**src/rtl/regfile_sb_if.sv**
```systemverilog
// Decode/writeback-facing signal bundle for regfile_sb. The master drives selects, writes and
// scoreboard commands; the slave returns read data, busy flags and scoreboard status.
interface regfile_sb_if #(
  parameter int unsigned XLEN  = 32,
  parameter int unsigned NREGS = 16
);
  localparam int unsigned AW = $clog2(NREGS);

  logic            wr_en;
  logic [AW-1:0]   wr_sel;
  logic [XLEN-1:0] wr_data;
  logic [AW-1:0]   rs1_sel;
  logic [XLEN-1:0] rs1_data;
  logic [AW-1:0]   rs2_sel;
  logic [XLEN-1:0] rs2_data;
  logic            rs1_busy;
  logic            rs2_busy;
  logic            pend_set;
  logic [AW-1:0]   pend_sel;
  logic            flush;
  logic [AW:0]     pend_cnt;
  logic            sb_err;

  modport master (
    output wr_en, wr_sel, wr_data, rs1_sel, rs2_sel, pend_set, pend_sel, flush,
    input  rs1_data, rs2_data, rs1_busy, rs2_busy, pend_cnt, sb_err
  );

  modport slave (
    input  wr_en, wr_sel, wr_data, rs1_sel, rs2_sel, pend_set, pend_sel, flush,
    output rs1_data, rs2_data, rs1_busy, rs2_busy, pend_cnt, sb_err
  );
endinterface

```
**src/rtl/regfile_sb.sv**
```systemverilog
// Register file with two combinational read ports, one write port, hardwired-zero x0,
// optional write-to-read bypass and a per-register load-pending scoreboard.
module regfile_sb #(
  parameter int unsigned XLEN   = 32,
  parameter int unsigned NREGS  = 16,
  parameter bit          BYPASS = 1'b1
) (
  input  logic         i_clk,
  input  logic         i_rst_n,
  regfile_sb_if.slave  bus
);
  localparam int unsigned AW     = $clog2(NREGS);
  localparam logic [AW:0] NregsW = (AW+1)'(NREGS);

  // x0 and selectors past the last register are never written, never pending, read as 0.
  function automatic logic f_valid(input logic [AW-1:0] sel);
    return (sel != '0) && ({1'b0, sel} < NregsW);
  endfunction

  logic [XLEN-1:0]  r_regs [NREGS];
  logic [NREGS-1:0] r_pend;
  logic [AW:0]      r_cnt;
  logic             r_err;

  logic             w_wr_ok;
  logic             w_set_ok;
  logic             w_same;
  logic             w_set_inc;
  logic             w_wr_dec;
  logic             w_dup;
  logic [NREGS-1:0] w_pend_d;

  assign w_wr_ok  = bus.wr_en & f_valid(bus.wr_sel);
  assign w_set_ok = bus.pend_set & f_valid(bus.pend_sel);
  assign w_same   = bus.wr_sel == bus.pend_sel;

  // A set on a register written in the same cycle leaves it pending, so no decrement there.
  assign w_set_inc = w_set_ok & ~r_pend[bus.pend_sel];
  assign w_wr_dec  = w_wr_ok & r_pend[bus.wr_sel] & ~(w_set_ok & w_same);
  assign w_dup     = w_set_ok & r_pend[bus.pend_sel] & ~(w_wr_ok & w_same);

  always_comb begin
    w_pend_d = r_pend;
    if (w_wr_ok) w_pend_d[bus.wr_sel] = 1'b0;
    if (w_set_ok) w_pend_d[bus.pend_sel] = 1'b1;
  end

  always_ff @(posedge i_clk) begin
    if (!i_rst_n) begin
      for (int i = 0; i < int'(NREGS); i++) r_regs[i] <= '0;
      r_pend <= '0;
      r_cnt  <= '0;
      r_err  <= 1'b0;
    end else begin
      if (w_wr_ok) r_regs[bus.wr_sel] <= bus.wr_data;
      if (bus.flush) begin
        r_pend <= '0;
        r_cnt  <= '0;
      end else begin
        r_pend <= w_pend_d;
        r_cnt  <= r_cnt + (AW+1)'(w_set_inc) - (AW+1)'(w_wr_dec);
        if (w_dup) r_err <= 1'b1;
      end
    end
  end

  always_comb begin
    bus.rs1_data = '0;
    bus.rs1_busy = 1'b0;
    if (f_valid(bus.rs1_sel)) begin
      if (BYPASS && w_wr_ok && (bus.wr_sel == bus.rs1_sel)) begin
        bus.rs1_data = bus.wr_data;
      end else begin
        bus.rs1_data = r_regs[bus.rs1_sel];
        bus.rs1_busy = r_pend[bus.rs1_sel];
      end
    end
  end

  always_comb begin
    bus.rs2_data = '0;
    bus.rs2_busy = 1'b0;
    if (f_valid(bus.rs2_sel)) begin
      if (BYPASS && w_wr_ok && (bus.wr_sel == bus.rs2_sel)) begin
        bus.rs2_data = bus.wr_data;
      end else begin
        bus.rs2_data = r_regs[bus.rs2_sel];
        bus.rs2_busy = r_pend[bus.rs2_sel];
      end
    end
  end

  assign bus.pend_cnt = r_cnt;
  assign bus.sb_err   = r_err;
endmodule

```
**src/flat_wrapper.sv**
```systemverilog
// flat-port wrapper written by rule: the top's interface ports become plain ports
module regfile_sb_flat 
#(
  parameter int unsigned XLEN   = 32,
  parameter int unsigned NREGS  = 16,
  parameter bit          BYPASS = 1'b1
)
  (i_clk, i_rst_n, bus_wr_en, bus_wr_sel, bus_wr_data, bus_rs1_sel, bus_rs2_sel, bus_pend_set, bus_pend_sel, bus_flush, bus_rs1_data, bus_rs2_data, bus_rs1_busy, bus_rs2_busy, bus_pend_cnt, bus_sb_err);
  regfile_sb_if #(.XLEN(XLEN), .NREGS(NREGS)) bus_i ();
  input  logic i_clk;
  input  logic i_rst_n;
  input wire logic [$bits(bus_i.wr_en)-1:0] bus_wr_en;
  input wire logic [$bits(bus_i.wr_sel)-1:0] bus_wr_sel;
  input wire logic [$bits(bus_i.wr_data)-1:0] bus_wr_data;
  input wire logic [$bits(bus_i.rs1_sel)-1:0] bus_rs1_sel;
  input wire logic [$bits(bus_i.rs2_sel)-1:0] bus_rs2_sel;
  input wire logic [$bits(bus_i.pend_set)-1:0] bus_pend_set;
  input wire logic [$bits(bus_i.pend_sel)-1:0] bus_pend_sel;
  input wire logic [$bits(bus_i.flush)-1:0] bus_flush;
  output wire logic [$bits(bus_i.rs1_data)-1:0] bus_rs1_data;
  output wire logic [$bits(bus_i.rs2_data)-1:0] bus_rs2_data;
  output wire logic [$bits(bus_i.rs1_busy)-1:0] bus_rs1_busy;
  output wire logic [$bits(bus_i.rs2_busy)-1:0] bus_rs2_busy;
  output wire logic [$bits(bus_i.pend_cnt)-1:0] bus_pend_cnt;
  output wire logic [$bits(bus_i.sb_err)-1:0] bus_sb_err;
  assign bus_i.wr_en = bus_wr_en;
  assign bus_i.wr_sel = bus_wr_sel;
  assign bus_i.wr_data = bus_wr_data;
  assign bus_i.rs1_sel = bus_rs1_sel;
  assign bus_i.rs2_sel = bus_rs2_sel;
  assign bus_i.pend_set = bus_pend_set;
  assign bus_i.pend_sel = bus_pend_sel;
  assign bus_i.flush = bus_flush;
  assign bus_rs1_data = bus_i.rs1_data;
  assign bus_rs2_data = bus_i.rs2_data;
  assign bus_rs1_busy = bus_i.rs1_busy;
  assign bus_rs2_busy = bus_i.rs2_busy;
  assign bus_pend_cnt = bus_i.pend_cnt;
  assign bus_sb_err = bus_i.sb_err;
  regfile_sb #(.XLEN(XLEN), .NREGS(NREGS), .BYPASS(BYPASS)) u_core (.i_clk(i_clk), .i_rst_n(i_rst_n), .bus(bus_i));
endmodule
```
**config.mk**
```make
export PLATFORM = sky130hd
export DESIGN_NAME = regfile_sb_flat
export DESIGN_NICKNAME = d
export VERILOG_FILES = /design/src/rtl/regfile_sb_if.sv /design/src/rtl/regfile_sb.sv /design/src/flat_wrapper.sv
export SDC_FILE = /design/constraint.sdc
export NUM_CORES = 1
export LEC_CHECK = 0
export BUFFER_PORTS_ARGS = -buffer_cell sky130_fd_sc_hd__buf_2
export CORE_ASPECT_RATIO = 2
export CORE_MARGIN = 1
export CORE_UTILIZATION = 45
export CTS_BUF_LIST = sky130_fd_sc_hd__clkbuf_4 sky130_fd_sc_hd__clkbuf_8
export DETAILED_ROUTE_END_ITERATION = 10
export SYNTH_ARGS = -nofsm -noshare
export SYNTH_HDL_FRONTEND = slang
export SYNTH_SLANG_ARGS = --single-unit
```
**constraint.sdc**
```tcl
create_clock -name i_clk -period 6.9 [get_ports i_clk]
set_input_delay 1.035 -clock i_clk [delete_from_list [all_inputs] [get_ports i_clk]]
set_output_delay 1.035 -clock i_clk [all_outputs]
set_load 0.01 [all_outputs]
```
==> flow_summary.html <==
<table>
<tr><th>Metric</th><th>Value</th></tr>
<tr><th colspan="2">Die</th></tr>
<tr><td>Die area</td><td>about 66000 um2</td></tr>
<tr><td>Number of placement rows</td><td>between 100 and 150</td></tr>
<tr><td>Die Height</td><td>about 360 um</td></tr>
<tr><td>Boundary pin count</td><td>125</td></tr>
<tr><td>Die extent in x</td><td>183 um</td></tr>
<tr><td>Core area</td><td>around 65000 um2</td></tr>
<tr><td>Initial Utilization</td><td>0.455</td></tr>
<tr><th colspan="2">Synth</th></tr>
<tr><td>Synthesized area per cell</td><td>15.4 um2</td></tr>
<tr><td>Sequential cell area fraction in the yosys report</td><td>0.538</td></tr>
<tr><td>YS warnings</td><td>0</td></tr>
<tr><td>Largest cells by area after synthesis</td><td>sky130_fd_sc_hd__edfxtp_1 (52%), sky130_fd_sc_hd__mux4_2 (21%), sky130_fd_sc_hd__and2_1 (10%)</td></tr>
<tr><td>Cell type contributing the most total cell area after synthesis</td><td>sky130_fd_sc_hd__edfxtp_1</td></tr>
<tr><td>Mapped Cells</td><td>about 1900</td></tr>
<tr><td>Number of flip-flops and latches in the synthesized netlist</td><td>~530</td></tr>
<tr><td>Post-synth top area share</td><td>0.523</td></tr>
<tr><td>Distinct cell type count of the synthesized netlist</td><td>38</td></tr>
<tr><td>Combined area of all synthesized cells</td><td>~29000 um2</td></tr>
<tr><th colspan="2">Clock network</th></tr>
<tr><td>Number of CTS-inserted buffers</td><td>roughly 80</td></tr>
<tr><td>Number of buffers on the longest clock path</td><td>3</td></tr>
<tr><td>Clock tree from TritonCTS</td><td>done</td></tr>
<tr><td>Clock latency at the later pin of the worst-skew pair</td><td>0.72 ns</td></tr>
<tr><td>Depth of the CTS H-tree</td><td>3</td></tr>
<tr><td>Library cell used as clock root buffer</td><td>sky130_fd_sc_hd__clkbuf_8</td></tr>
<tr><td>Total of hold buffers inserted after clock tree synthesis</td><td>0</td></tr>
<tr><td>Cts repair resizes</td><td>0</td></tr>
<tr><td>Clock slew seen by the registers of the worst setup and hold paths</td><td>0.07 ns</td></tr>
<tr><td>Clock net sink count</td><td>~530</td></tr>
<tr><td>Buffers inserted during post-CTS setup optimization</td><td>0</td></tr>
<tr><th colspan="2">Layout</th></tr>
<tr><td>Layout Nets</td><td>2059</td></tr>
<tr><td>Most frequent cells in the layout</td><td>sky130_fd_sc_hd__edfxtp_1 (512), sky130_fd_sc_hd__and2_1 (480), sky130_fd_sc_hd__mux4_2 (273)</td></tr>
<tr><td>Most common library cell in the layout ignoring fill and taps</td><td>sky130_fd_sc_hd__edfxtp_1</td></tr>
<tr><td>Share of final-layout standard cells stronger than drive strength 1</td><td>0.291</td></tr>
<tr><td>Area growth, synth to finish</td><td>10.5%</td></tr>
<tr><th colspan="2">Global routing</th></tr>
<tr><td>Initial antenna violation count</td><td>7</td></tr>
<tr><td>Global-route wire length before repair</td><td>138000 um</td></tr>
<tr><td>Via count of the first global-routing pass</td><td>approximately 20000</td></tr>
<tr><td>Congestion Overflow GR</td><td>0</td></tr>
<tr><td>Global Route Usage Sum</td><td>0.299</td></tr>
<tr><td>Largest net degree at the start of global routing</td><td>just over 80</td></tr>
<tr><th colspan="2">Timing</th></tr>
<tr><td>Finish-stage setup viols</td><td>0</td></tr>
<tr><td>Total count of hold-check failures in the final report</td><td>0</td></tr>
<tr><td>Post-route minimum period</td><td>about 4.8 ns</td></tr>
<tr><td>Transition time at the pin with the least slew margin</td><td>0.982 ns</td></tr>
<tr><td>Total Neg Setup Slack</td><td>0 ns</td></tr>
<tr><td>Setup slack after layout</td><td>2.15 ns</td></tr>
<tr><td>Unrepaired setup endpoints after global routing</td><td>no</td></tr>
<tr><td>Fmax achieved</td><td>0.210 GHz</td></tr>
<tr><td>Count of final max-slew check failures</td><td>0</td></tr>
<tr><td>Minimum hold slack</td><td>between 0.4 and 0.5 ns</td></tr>
<tr><td>Final critical-path share of the clock period</td><td>0.689</td></tr>
<tr><td>Skew final</td><td>~0.011 ns</td></tr>
<tr><td>Worst slew margin relative to its limit</td><td>0.345</td></tr>
<tr><th colspan="2">Place</th></tr>
<tr><td>DP Worst Slack</td><td>around 2.1 ns</td></tr>
<tr><td>Number of buffer cells added on primary ports</td><td>about 120</td></tr>
<tr><td>Routability congestion estimate</td><td>around 0.90</td></tr>
<tr><td>Estimated wirelength of the detail-placed design</td><td>~54000 um</td></tr>
<tr><th colspan="2">Detailed routing</th></tr>
<tr><td>Vias after detailed routing</td><td>about 19000</td></tr>
<tr><td>Routed wire per std cell</td><td>roughly 33 um</td></tr>
<tr><td>Remaining antenna violation count after routing</td><td>0</td></tr>
<tr><td>Length of routed met3 wiring</td><td>slightly below 7000 um</td></tr>
<tr><td>Residual DRC count</td><td>0</td></tr>
<tr><td>Metal-1 WL</td><td>roughly 33000 um</td></tr>
<tr><td>Top Layer Used</td><td>met5</td></tr>
<tr><td>Routed vias/inst</td><td>between 6 and 7</td></tr>
<tr><td>Total detailed-routing wirelength</td><td>approximately 97000 um</td></tr>
<tr><td>Starting DRC count in detailed routing</td><td>roughly 1700</td></tr>
<tr><td>First-pass iteration count of the detailed router</td><td>5</td></tr>
<tr><td>WL met2</td><td>just over 50000 um</td></tr>
<tr><th colspan="2">Worst setup path</th></tr>
<tr><td>Req. time, crit path</td><td>5.86 ns</td></tr>
<tr><td>Worst path arrival time</td><td>~3.7 ns</td></tr>
<tr><td>Startpoint types</td><td>input pin</td></tr>
<tr><td>Crit path capture type</td><td>output port</td></tr>
<tr><td>Cells on worst reg2reg path</td><td>11</td></tr>
<tr><td>WS Path Type</td><td>input pin to output port</td></tr>
<tr><td>Worst-path maximum fanout</td><td>between 60 and 70</td></tr>
<tr><th colspan="2">Pwr</th></tr>
<tr><td>Power Dens Cells</td><td>~240 nW/um2</td></tr>
<tr><td>Maximum ir drop on the vdd rail</td><td>0.151 mV</td></tr>
<tr><td>Static leakage power</td><td>approximately 12 nW</td></tr>
<tr><th colspan="2">Worst hold path</th></tr>
<tr><td>Class of the tightest hold or removal check</td><td>register to register</td></tr>
<tr><td>Hold-critical path depth</td><td>2</td></tr>
<tr><th colspan="2">Flow run</th></tr>
<tr><td>Max capacitance violation total</td><td>0</td></tr>
<tr><th colspan="2">Run status</th></tr>
<tr><td>Outcome</td><td>finished, final reports clean</td></tr>
</table>
-- cell families (layout without fill, tap and decap cells) --
logic type / after synthesis / count (layout) / synth area share
simple gates: 587 / 587 / 0.119
flops: 534 / 534 / 0.538
mux: 469 / 469 / 0.276
buf+inv: 198 / 326 / 0.0325
compound gates: 91 / 91 / 0.0265
xor+xnor: 16 / 16 / 0.00477
fa+ha+maj: 6 / 6 / 0.00281
other cells: 1 / 34 / 0.000128
-- routing by layer --
layer / vias up / global-route usage
met1: 9712 / 0.331
met5: - / 0
met3: 299 / 0.0514
li1: 7516 / -
met2: 985 / 0.535
met4: 6 / 0.178
-- area by class of cell --
| type | count | area (um2) |
|---|---|---|
| Timing Repair Buffer | 171 | 1070 |
| Antenna cell | 2 | 5.00 |
| Sequential cell | 534 | 15800 |
| Tap cell | 871 | 1090 |
| Clock inverter | 44 | 284 |
| Fill cell | 5474 | 32100 |
| Inverter | 10 | 37.5 |
| Clock buffer | 101 | 1280 |
| Multi-Input combinational cell | 1201 | 12900 |
-- worst max-delay path: stages --
cell	delay (ns)
sky130_fd_sc_hd__buf_6	0.55
sky130_fd_sc_hd__buf_12	0.44
sky130_fd_sc_hd__mux4_2	0.40
sky130_fd_sc_hd__mux2i_1	0.32
sky130_fd_sc_hd__mux2i_1	0.31
sky130_fd_sc_hd__a22o_1	0.32
sky130_fd_sc_hd__buf_2	0.14
-- final timing paths --
check,end,start,slack [ns]
setup / recovery,bus_rs1_data[9],bus_rs1_sel[2],2.15
hold / removal,u_core.bus.sb_err,u_core.bus.sb_err,0.47
setup reg to reg,u_core.bus.pend_cnt[4],u_core.r_pend[14],3.63
hold reg to reg,u_core.bus.sb_err,u_core.bus.sb_err,0.47
-- synthesized netlist by cell type --
library cell                 n
sky130_fd_sc_hd__edfxtp_1  512
sky130_fd_sc_hd__conb_1      1
sky130_fd_sc_hd__buf_4      19
sky130_fd_sc_hd__nand2_1    31
sky130_fd_sc_hd__clkbuf_1   95
sky130_fd_sc_hd__or4_1       2
sky130_fd_sc_hd__inv_1      10
sky130_fd_sc_hd__nand4b_1    2
sky130_fd_sc_hd__nor2b_1     5
sky130_fd_sc_hd__xnor2_1    14
sky130_fd_sc_hd__xor2_1      2
sky130_fd_sc_hd__mux2i_1   194
sky130_fd_sc_hd__and3b_1     2
sky130_fd_sc_hd__a22oi_1    12
sky130_fd_sc_hd__buf_2      51
sky130_fd_sc_hd__buf_6      10
sky130_fd_sc_hd__o211a_1     2
sky130_fd_sc_hd__ha_1        5
sky130_fd_sc_hd__o41ai_1     2
sky130_fd_sc_hd__nand3_1     7
sky130_fd_sc_hd__mux4_2    273
sky130_fd_sc_hd__nor3_1      3
sky130_fd_sc_hd__a22o_1     64
sky130_fd_sc_hd__fa_1        1
sky130_fd_sc_hd__nor2_1     42
sky130_fd_sc_hd__nand2b_1    3
sky130_fd_sc_hd__o21a_1      2
sky130_fd_sc_hd__a21o_1      2
sky130_fd_sc_hd__a21oi_1     2
sky130_fd_sc_hd__and2_1    480
sky130_fd_sc_hd__mux2_2      2
sky130_fd_sc_hd__o41ai_2     1
sky130_fd_sc_hd__dfxtp_1    22
sky130_fd_sc_hd__and3_1      3
sky130_fd_sc_hd__nor3b_1     2
sky130_fd_sc_hd__a32oi_1     4
sky130_fd_sc_hd__nand4_1     5
sky130_fd_sc_hd__buf_1      13
-- state kept, by name, indices dropped and copies added (netlist names) --
signal	count
u_core.r_pend	16
u_core.bus.sb_err	1
u_core.bus.pend_cnt	5
u_core.r_regs	512
-- stage by stage --
| step | std cells | area (um2) | total power, mW | util |
|---|---|---|---|---|
| 6_report | 2934 | 32500 | 7.63 | 0.503 |
| 5_1_grt | 2934 | 32500 | 7.86 | 0.503 |
| 4_1_cts | 2932 | 32500 | 7.68 | 0.503 |
| 3_5_place_dp | 2787 | 30900 | 5.07 | 0.479 |
| 3_3_place_gp | 2787 | 30900 | 5.04 | 0.479 |
| 2_1_floorplan | 1933 | 29500 | 4.60 | - |
-- power breakdown --
| part | internal, mW | total, mW | switching, mW |
|---|---|---|---|
| sequential | 3.75 | 3.84 | 0.0889 |
| combinational | 0.490 | 1.16 | 0.672 |
| clock | 1.33 | 2.63 | 1.30 |
| total | 5.57 | 7.63 | 2.06 |
Power figures use the tool's default switching activity.
